### config.mk
export PLATFORM = sky130hd
export DESIGN_NAME = pmem_arbiter_rr
export DESIGN_NICKNAME = d
export VERILOG_FILES = /design/src/rtl/rv32i_types.sv /design/src/rtl/rr_select.sv /design/src/rtl/pmem_arbiter_rr.sv
export SDC_FILE = /design/constraint.sdc
export NUM_CORES = 1
export LEC_CHECK = 0
export BUFFER_PORTS_ARGS = -buffer_cell sky130_fd_sc_hd__buf_2
export CAP_MARGIN = 20
export CORE_AREA = 2 2 535 537
export CTS_CLUSTER_SIZE = 10
export DETAILED_ROUTE_END_ITERATION = 10
export DIE_AREA = 0 0 537 539
export HOLD_SLACK_MARGIN = 0.03
export PLACE_DENSITY_LB_ADDON = 0.12
export SLEW_MARGIN = 40
export SYNTH_ARGS = -nofsm -noshare
export SYNTH_HDL_FRONTEND = slang
export SYNTH_HIERARCHICAL = 1
export SYNTH_SLANG_ARGS = --single-unit
### constraint.sdc
create_clock -name clk -period 25.1 [get_ports clk]
set_input_delay 3.765 -clock clk [delete_from_list [all_inputs] [get_ports clk]]
set_output_delay 3.765 -clock clk [all_outputs]
set_load 0.01 [all_outputs]
### src/rtl/rv32i_types.sv
`default_nettype none
// +-----------------------------------------------------------------------------+
// | rv32i_types : shared types and constants for the memory subsystem           |
// | Revision    : 1.0                                                           |
// +-----------------------------------------------------------------------------+
package rv32i_types;

  localparam int PMEM_LINE_W = 256;

  typedef enum logic [1:0] {
    ARB_IDLE    = 2'd0,
    ARB_BUSY    = 2'd1,
    ARB_RECOVER = 2'd2
  } arb_state_t;

endpackage
`default_nettype wire

### src/rtl/rr_select.sv
`default_nettype none
// +-----------------------------------------------------------------------------+
// | rr_select : first active port at or above rr_ptr, wrapping to the lowest    |
// | Revision  : 1.0                                                             |
// +-----------------------------------------------------------------------------+
module rr_select #(
  parameter int N_PORTS = 2,
  localparam int IDX_W  = $clog2(N_PORTS)
) (
  input  logic [N_PORTS-1:0] active,
  input  logic [IDX_W-1:0]   rr_ptr,
  output logic               grant_valid,
  output logic [IDX_W-1:0]   grant_idx
);

  logic             w_found_hi;
  logic [IDX_W-1:0] w_idx_hi;
  logic [IDX_W-1:0] w_idx_lo;

  // Descending scans leave the lowest matching index in each candidate.
  always_comb begin
    w_found_hi = 1'b0;
    w_idx_hi   = '0;
    w_idx_lo   = '0;
    for (int j = N_PORTS - 1; j >= 0; j--) begin
      if (active[j]) begin
        w_idx_lo = IDX_W'(j);
        if (IDX_W'(j) >= rr_ptr) begin
          w_found_hi = 1'b1;
          w_idx_hi   = IDX_W'(j);
        end
      end
    end
  end

  assign grant_valid = |active;
  assign grant_idx   = w_found_hi ? w_idx_hi : w_idx_lo;

endmodule
`default_nettype wire

### src/rtl/pmem_arbiter_rr.sv
`default_nettype none
// +-----------------------------------------------------------------------------+
// | pmem_arbiter_rr : N-port round-robin line arbiter with response timeout     |
// | Revision        : 1.0                                                       |
// +-----------------------------------------------------------------------------+
module pmem_arbiter_rr
  import rv32i_types::*;
#(
  parameter int N_PORTS        = 2,
  parameter int LINE_W         = PMEM_LINE_W,
  parameter int TIMEOUT_CYCLES = 1024
) (
  input  logic                    clk,
  input  logic                    rst,
  input  logic [N_PORTS-1:0]      req_read,
  input  logic [N_PORTS-1:0]      req_write,
  input  logic [N_PORTS*32-1:0]   req_address,
  input  logic [N_PORTS*LINE_W-1:0] req_wdata,
  output logic [N_PORTS-1:0]      req_resp,
  output logic [N_PORTS-1:0]      req_error,
  output logic [LINE_W-1:0]       req_rdata,
  input  logic                    pmem_resp,
  input  logic                    pmem_error,
  input  logic [LINE_W-1:0]       pmem_rdata,
  output logic                    pmem_read,
  output logic                    pmem_write,
  output logic [31:0]             pmem_address,
  output logic [LINE_W-1:0]       pmem_wdata
);

  localparam int IDX_W = $clog2(N_PORTS);

  arb_state_t       r_state;
  logic [IDX_W-1:0] r_rr_ptr;
  logic [IDX_W-1:0] r_grant_idx;
  logic             r_pmem_read;
  logic             r_pmem_write;
  logic [31:0]      r_pmem_address;
  logic [LINE_W-1:0] r_pmem_wdata;

  logic             w_grant_valid;
  logic [IDX_W-1:0] w_grant_idx;
  logic [31:0]      w_sel_address;
  logic [LINE_W-1:0] w_sel_wdata;
  logic             w_sel_write;
  logic             w_mem_done;
  logic             w_timeout;
  logic             w_done;
  logic             w_err;
  logic [IDX_W-1:0] w_next_ptr;

  rr_select #(
    .N_PORTS(N_PORTS)
  ) u_rr_select (
    .active     (req_read | req_write),
    .rr_ptr     (r_rr_ptr),
    .grant_valid(w_grant_valid),
    .grant_idx  (w_grant_idx)
  );

  always_comb begin
    w_sel_address = '0;
    w_sel_wdata   = '0;
    w_sel_write   = 1'b0;
    for (int i = 0; i < N_PORTS; i++) begin
      if (w_grant_idx == IDX_W'(i)) begin
        w_sel_address = req_address[32*i +: 32];
        w_sel_wdata   = req_wdata[LINE_W*i +: LINE_W];
        w_sel_write   = req_write[i];
      end
    end
  end

  assign w_mem_done = pmem_resp | pmem_error;
  assign w_done     = (r_state == ARB_BUSY) && (w_mem_done || w_timeout);
  assign w_err      = pmem_error | w_timeout;
  assign w_next_ptr = (r_grant_idx == IDX_W'(N_PORTS - 1)) ? '0 : r_grant_idx + 1'b1;

  generate
    if (TIMEOUT_CYCLES > 0) begin : g_timeout
      localparam int CNT_W = (TIMEOUT_CYCLES > 1) ? $clog2(TIMEOUT_CYCLES) : 1;
      logic [CNT_W-1:0] r_count;

      // Held at zero outside BUSY, so every transaction starts a fresh count.
      always_ff @(posedge clk or posedge rst) begin
        if (rst) begin
          r_count <= '0;
        end else if (r_state != ARB_BUSY) begin
          r_count <= '0;
        end else if (!w_mem_done) begin
          r_count <= r_count + 1'b1;
        end
      end

      assign w_timeout = (r_state == ARB_BUSY) && !w_mem_done &&
                         (r_count == CNT_W'(TIMEOUT_CYCLES - 1));
    end else begin : g_no_timeout
      assign w_timeout = 1'b0;
    end
  endgenerate

  always_ff @(posedge clk or posedge rst) begin
    if (rst) begin
      r_state        <= ARB_IDLE;
      r_rr_ptr       <= '0;
      r_grant_idx    <= '0;
      r_pmem_read    <= 1'b0;
      r_pmem_write   <= 1'b0;
      r_pmem_address <= '0;
      r_pmem_wdata   <= '0;
    end else begin
      case (r_state)
        ARB_IDLE: begin
          if (w_grant_valid) begin
            r_grant_idx    <= w_grant_idx;
            r_pmem_address <= w_sel_address;
            r_pmem_wdata   <= w_sel_wdata;
            r_pmem_write   <= w_sel_write;
            r_pmem_read    <= !w_sel_write;
            r_state        <= ARB_BUSY;
          end
        end
        ARB_BUSY: begin
          if (w_done) begin
            r_pmem_read  <= 1'b0;
            r_pmem_write <= 1'b0;
            r_rr_ptr     <= w_next_ptr;
            r_state      <= ARB_RECOVER;
          end
        end
        ARB_RECOVER: r_state <= ARB_IDLE;
        default:     r_state <= ARB_IDLE;
      endcase
    end
  end

  generate
    for (genvar gi = 0; gi < N_PORTS; gi++) begin : g_resp
      assign req_resp[gi]  = w_done && (r_grant_idx == IDX_W'(gi));
      assign req_error[gi] = w_done && w_err && (r_grant_idx == IDX_W'(gi));
    end
  endgenerate

  assign req_rdata    = pmem_rdata;
  assign pmem_read    = r_pmem_read;
  assign pmem_write   = r_pmem_write;
  assign pmem_address = r_pmem_address;
  assign pmem_wdata   = r_pmem_wdata;

endmodule
`default_nettype wire

Yosys cells after proc, flatten, opt, wreduce, memory -nomap -nowiden:

Cells that the tools add are included.

* $add $sub $neg: 2
* order comparisons: 2
* eq/ne operators: 6
* multiplexer cells: 23
* bitwise operators: 4
* reductions and logical operators: 18

Operator list (number)
* two-way mux 256 bit: 1
* two-way mux 32 bit: 1
* two-way mux 10 bit: 2
* two-way mux 1 bit: 14
* adder 10 x 1 -> 10 bit (second input constant): 1
* equality test 10 bit (second input constant): 1
* logical AND 1 bit: 8
* != test 2 x 1 -> 1 bit (second input constant): 3
* AND reduction 2 bit: 3
* two-way mux 2 bit: 2
* case mux 1 bit (2 select lines): 2
* case mux 2 bit (2 select lines): 1
* AND reduction 3 bit: 1
* equality test 2 x 1 -> 1 bit (second input constant): 1
* greater-or-equal comparator 1 bit (first input constant): 2
* zero test 1 bit: 2
* zero test 2 bit: 1
* != test 2 bit (second input constant): 1
* OR 1 bit: 2
* OR 2 bit: 1
* nonzero test 2 bit: 1
* OR reduction 2 bit: 1
* adder 1 bit (second input constant): 1
* logical OR 1 bit: 1
* NOT 1 bit: 1

* bits in registers: 304
* input bits: 840
* output and inout port bits: 550
* word-level logic and storage cells: 63

Logic depth before layout (Yosys ltp):

* depth after elaboration: 10
* depth in mapped cells: 9

By module:

The synthesis kept the hierarchy.

By module, submodules not included
* pmem_arbiter_rr: times used 1, cells each 1589, area each 15889.0 um^2, seq. area each 7607.3 um^2
* rr_select: times used 1, cells each 3, area each 17.5 um^2, seq. area each 0.0 um^2

Least setup slack after synthesis:

Ideal clock, no wire load.

* kind: in2out
* start: input port pmem_error
* end: output port req_resp[0]
* arrival: 4526 ps
* path slack: 16809 ps
* stages: 4
* path buffers: 1
* cells stage by stage: or2_1 -> buf_6 -> o21a_4 -> and2_1

* word-level cells in the longest chain between the ends: 7

RTL lines
* from (decl): RTL line pmem_arbiter_rr.sv:23 `input logic pmem_error,`
* OR 1 bit *: RTL line pmem_arbiter_rr.sv:74 `assign w_mem_done = pmem_resp | pmem_error;`
* zero test 1 bit: RTL line pmem_arbiter_rr.sv:95 `assign w_timeout = (r_state == ARB_BUSY) && !w_mem_done &&`
* logical AND 1 bit (2 in a row): RTL line pmem_arbiter_rr.sv:95
* logical OR 1 bit *: RTL line pmem_arbiter_rr.sv:75 `assign w_done = (r_state == ARB_BUSY) && (w_mem_done || w_timeout);`
* logical AND 1 bit *: RTL line pmem_arbiter_rr.sv:75
* logical AND 1 bit *: RTL line pmem_arbiter_rr.sv:139 `assign req_resp[gi] = w_done && (r_grant_idx == IDX_W'(gi));`
* to (decl): RTL line pmem_arbiter_rr.sv:19 `output logic [N_PORTS-1:0] req_resp,`

Every way passes the cells marked *; elsewhere a longest branch is shown, timed or not.

Final worst setup path:

Same ends and word-level chain as after synthesis.

==> metrics.md <==
| Metric | Value |
|---|---|
| Setup CP Type | in -> out |
| Ys Warns | 6 |
| GRT Residual Overflow | 0 |
| CTS tree | yes |
| Top cells by area, synth | dfrtp_1 48%, mux2i_1 18%, buf_4 12%, o21ai_1 9.2%, nand2_1 7.0% |
| R2R Path End | pmem_wdata[166] |
| Area Overhead vs Synth | 54.0% |
| Post-Syn Nets | between 2000 and 2500 |
| Die Width | around 540 um |
| Port Buf Inserts | 877 |
| CP Data Arrival Time | between 4 and 5 ns |
| F_max | between 100 and 150 MHz |
| DRC viols | 0 |
| Final setup vio count | 0 |
| Antenna Violating Nets Remaining | 0 |
| Syn_area_per_cell | 9.99 um^2 |
| Pwr/cell area | around 120 mW/mm^2 |
| Sequential Power Share | between 30 and 40% |
| Vias in the first global route | 14385 |
| DR WL/cell | 20.0 um |
| Crit end category | output pin |
| Clk network pwr share | 25.3% |
| Status | finished, final reports clean |
| Post-DR vias/cell | about 2.3 |
| First-pass GRT wire length | 151 mm |
| Switching part of the total | a little over two fifths |
| Asr flop ratio synth | 100% |
| Most frequent cells in the layout | 877 x buf_2, 304 x dfrtp_1, 297 x nand2_1 |
| Comb power frac | between 40% and 50% |
| Die area | roughly 0.29 mm^2 |
| Worst Hold End | pmem_wdata[69] |
| Switching power | 0.00124 W |
| Fraction of layout cells with a size suffix above 1 | between 40% and 50% |
| Min Clock Period, post-route | about 8.7 ns |
| Die Ht | about 540 um |
| Internal Power | roughly 0.0016 W |
| R2R Path Start | r_rr_ptr |
| Hold path start | pmem_wdata[69] |
| Most common cell after layout, fill and taps aside | buf_2 |
| Initial antenna violation count | between 100 and 150 |
| Crit-path max FO | 10 |
| Reg2reg path depth | 8 |
| Max-cap violations | 0 |
| Fin. Hold Viols | 0 |
| Crit path launch type | primary input |
| Tightest Pin Transition | 0.909 ns |
| Gpl congestion | 0.744 |
| Top_reg_cell synth | dfrtp_1 |
| Worst hold path class | reg -> reg |
| Sequential share of the synthesized area | 47.8% |
| Worst skew pair latency | 0.67 ns |
| Slew Limit Fails | 0 |
| Final clock skew | around 0.019 ns |
| RSZ-0062 raised after global routing | false |
| Clk sinks | a little over 300 |
| DRT Wirelength | between 100 and 150 mm |
| TritonCTS Buffers | 49 |
| #FFs+latches synth | between 300 and 400 |
| Root Buffer | clkbuf_16 |
| Req. time, crit path | about 21 ns |
| Dominant cell type by area after synthesis | dfrtp_1 |
| Worst-case hold slack | 0.476 ns |
| Largest net degree at the start of global routing | between 150 and 200 |
| Synthesized cell area | ~0.016 mm^2 |
| Fin crit share | roughly 35% |
| Initial Util | approximately 5.6% |
| Worst Hold Depth | 2 |
| CTS resizes | 0 |
| H-Tree Depth | 2 |
| Share of the synthesized area in the top cell type | a little under half |
| Worst VDD drop | about 42 uV |
| EDFF count, synth | 0 |
| # IOs | approximately 1400 |
| Clock buffer depth | 3 |
| DR vias | around 14000 |
| Dpl cells | 5899 |
| Total core area | 0.284 mm^2 |
| # nets final | ~3000 |
| Unique masters post-synth | 34 |
| DR pass1 iterations | 4 |
| Leakage | ~11 nW |
| DR iter-0 viols | 431 |
| Hold Buf Count CTS | 0 |
| Slew HR | 37.6% |
| Setup TNS Final | 0 ns |
| Worst-path clk slew | 0.06 ns |
| Syn Inst Count | around 1600 |
| FP Rows | ~200 |
| Multi-input gate area | a little under 0.006 mm^2 |
| Reg2Reg Setup Slack | between 20 and 25 ns |
| Post-CTS Setup Bufs | 0 |
| Number of standard cells in the layout, taps in and fillers out | 6019 |
| GR Util All Layers | ~8.0% |
| Fill cells | 33234 |
| DP HPWL | about 100 mm |
| Sequential Area | 0.00761 mm^2 |
## stage by stage
stage	setup WS (ns)	total power, W	util (%)	cell area (um^2)
detailed placement	16.43	0.00220	8.02	22800
global route	16.38	0.00312	8.60	24400
finish	16.42	0.00285	8.63	24500
floorplan	12.93	0.00161	-	15900
global placement	16.42	0.00221	8.01	22700
CTS	16.42	0.00298	8.59	24400
## sequential cells by signal (all words and copies together), names as in the netlist
signal and flops:
g_timeout.r_count 10, pmem_address 32, pmem_read 1, pmem_wdata 256, pmem_write 1, r_grant_idx 1
r_rr_ptr 1, r_state 2
## synth_stat cells (3+ instances only)
master	count
dfrtp_1	304
nand2_1	298
inv_1	4
clkbuf_1	30
o21ai_1	291
nor2_1	12
and2_1	3
xnor2_1	6
nor4_2	4
mux2i_1	289
buf_6	12
buf_2	51
nand3_1	3
buf_4	260
## how the worst max path moves through the flow
stage	startpoint	endpoint	slack, ns	depth (start not counted)
floorplan	rst	g_timeout.r_count[0]	12.93	1
global placement	pmem_error	req_resp[0]	16.42	5
detailed placement	pmem_error	req_resp[0]	16.43	5
CTS	pmem_error	req_resp[0]	16.42	5
global route	pmem_error	req_resp[1]	16.38	5
finish	pmem_error	req_resp[0]	16.42	5
## layout make-up
cell class	count	share of cell area [%]
diodes	33	0.337
clock buffers	77	5.93
clock inverters	9	0.649
inverters	4	0.0919
multi-input cells	930	23.9
flip-flops and latches	304	31.0
well taps	3762	19.2
repair buffers	900	18.9
## power groups by stage
stage,Sequential (W),Clock (W),Combinational [W]
after global placement,0.000878,0,0.00133
final,0.000869,0.000721,0.00126
after global routing,0.000905,0.000787,0.00142
after CTS,0.000878,0.000776,0.00132
after detailed placement,0.000881,0,0.00132
after floorplan,0.000966,0,0.000642
## metal layers
metal | vias to the layer above | part of all wire, % | GRT usage, %
li1 | 6359 | - | -
met1 | 6008 | 38 | 8.94
met2 | 988 | 44 | 12.7
met3 | 388 | 12 | 3.62
met4 | 58 | 6.0 | 4.15
met5 | - | 0.33 | 0
## kinds of logic after synthesis
family / count (synthesis) / synth area share (%)
DFF: 304 / 47.8
buffers and inverters: 358 / 15.6
xor gates and xnor gates: 8 / 0.441
and+or+nand+nor: 333 / 8.37
adders and majority gates: 1 / 0.0786
AOI/OAI and AO/OA: 298 / 9.48
muxes: 290 / 18.3
## worst max-delay path, stage by stage
cell and delay [ns]:
buf_2 0.11, or2_1 0.42, o21a_4 0.32, and2_1 0.15, buf_2 0.13
Power figures use the tool's default switching activity.
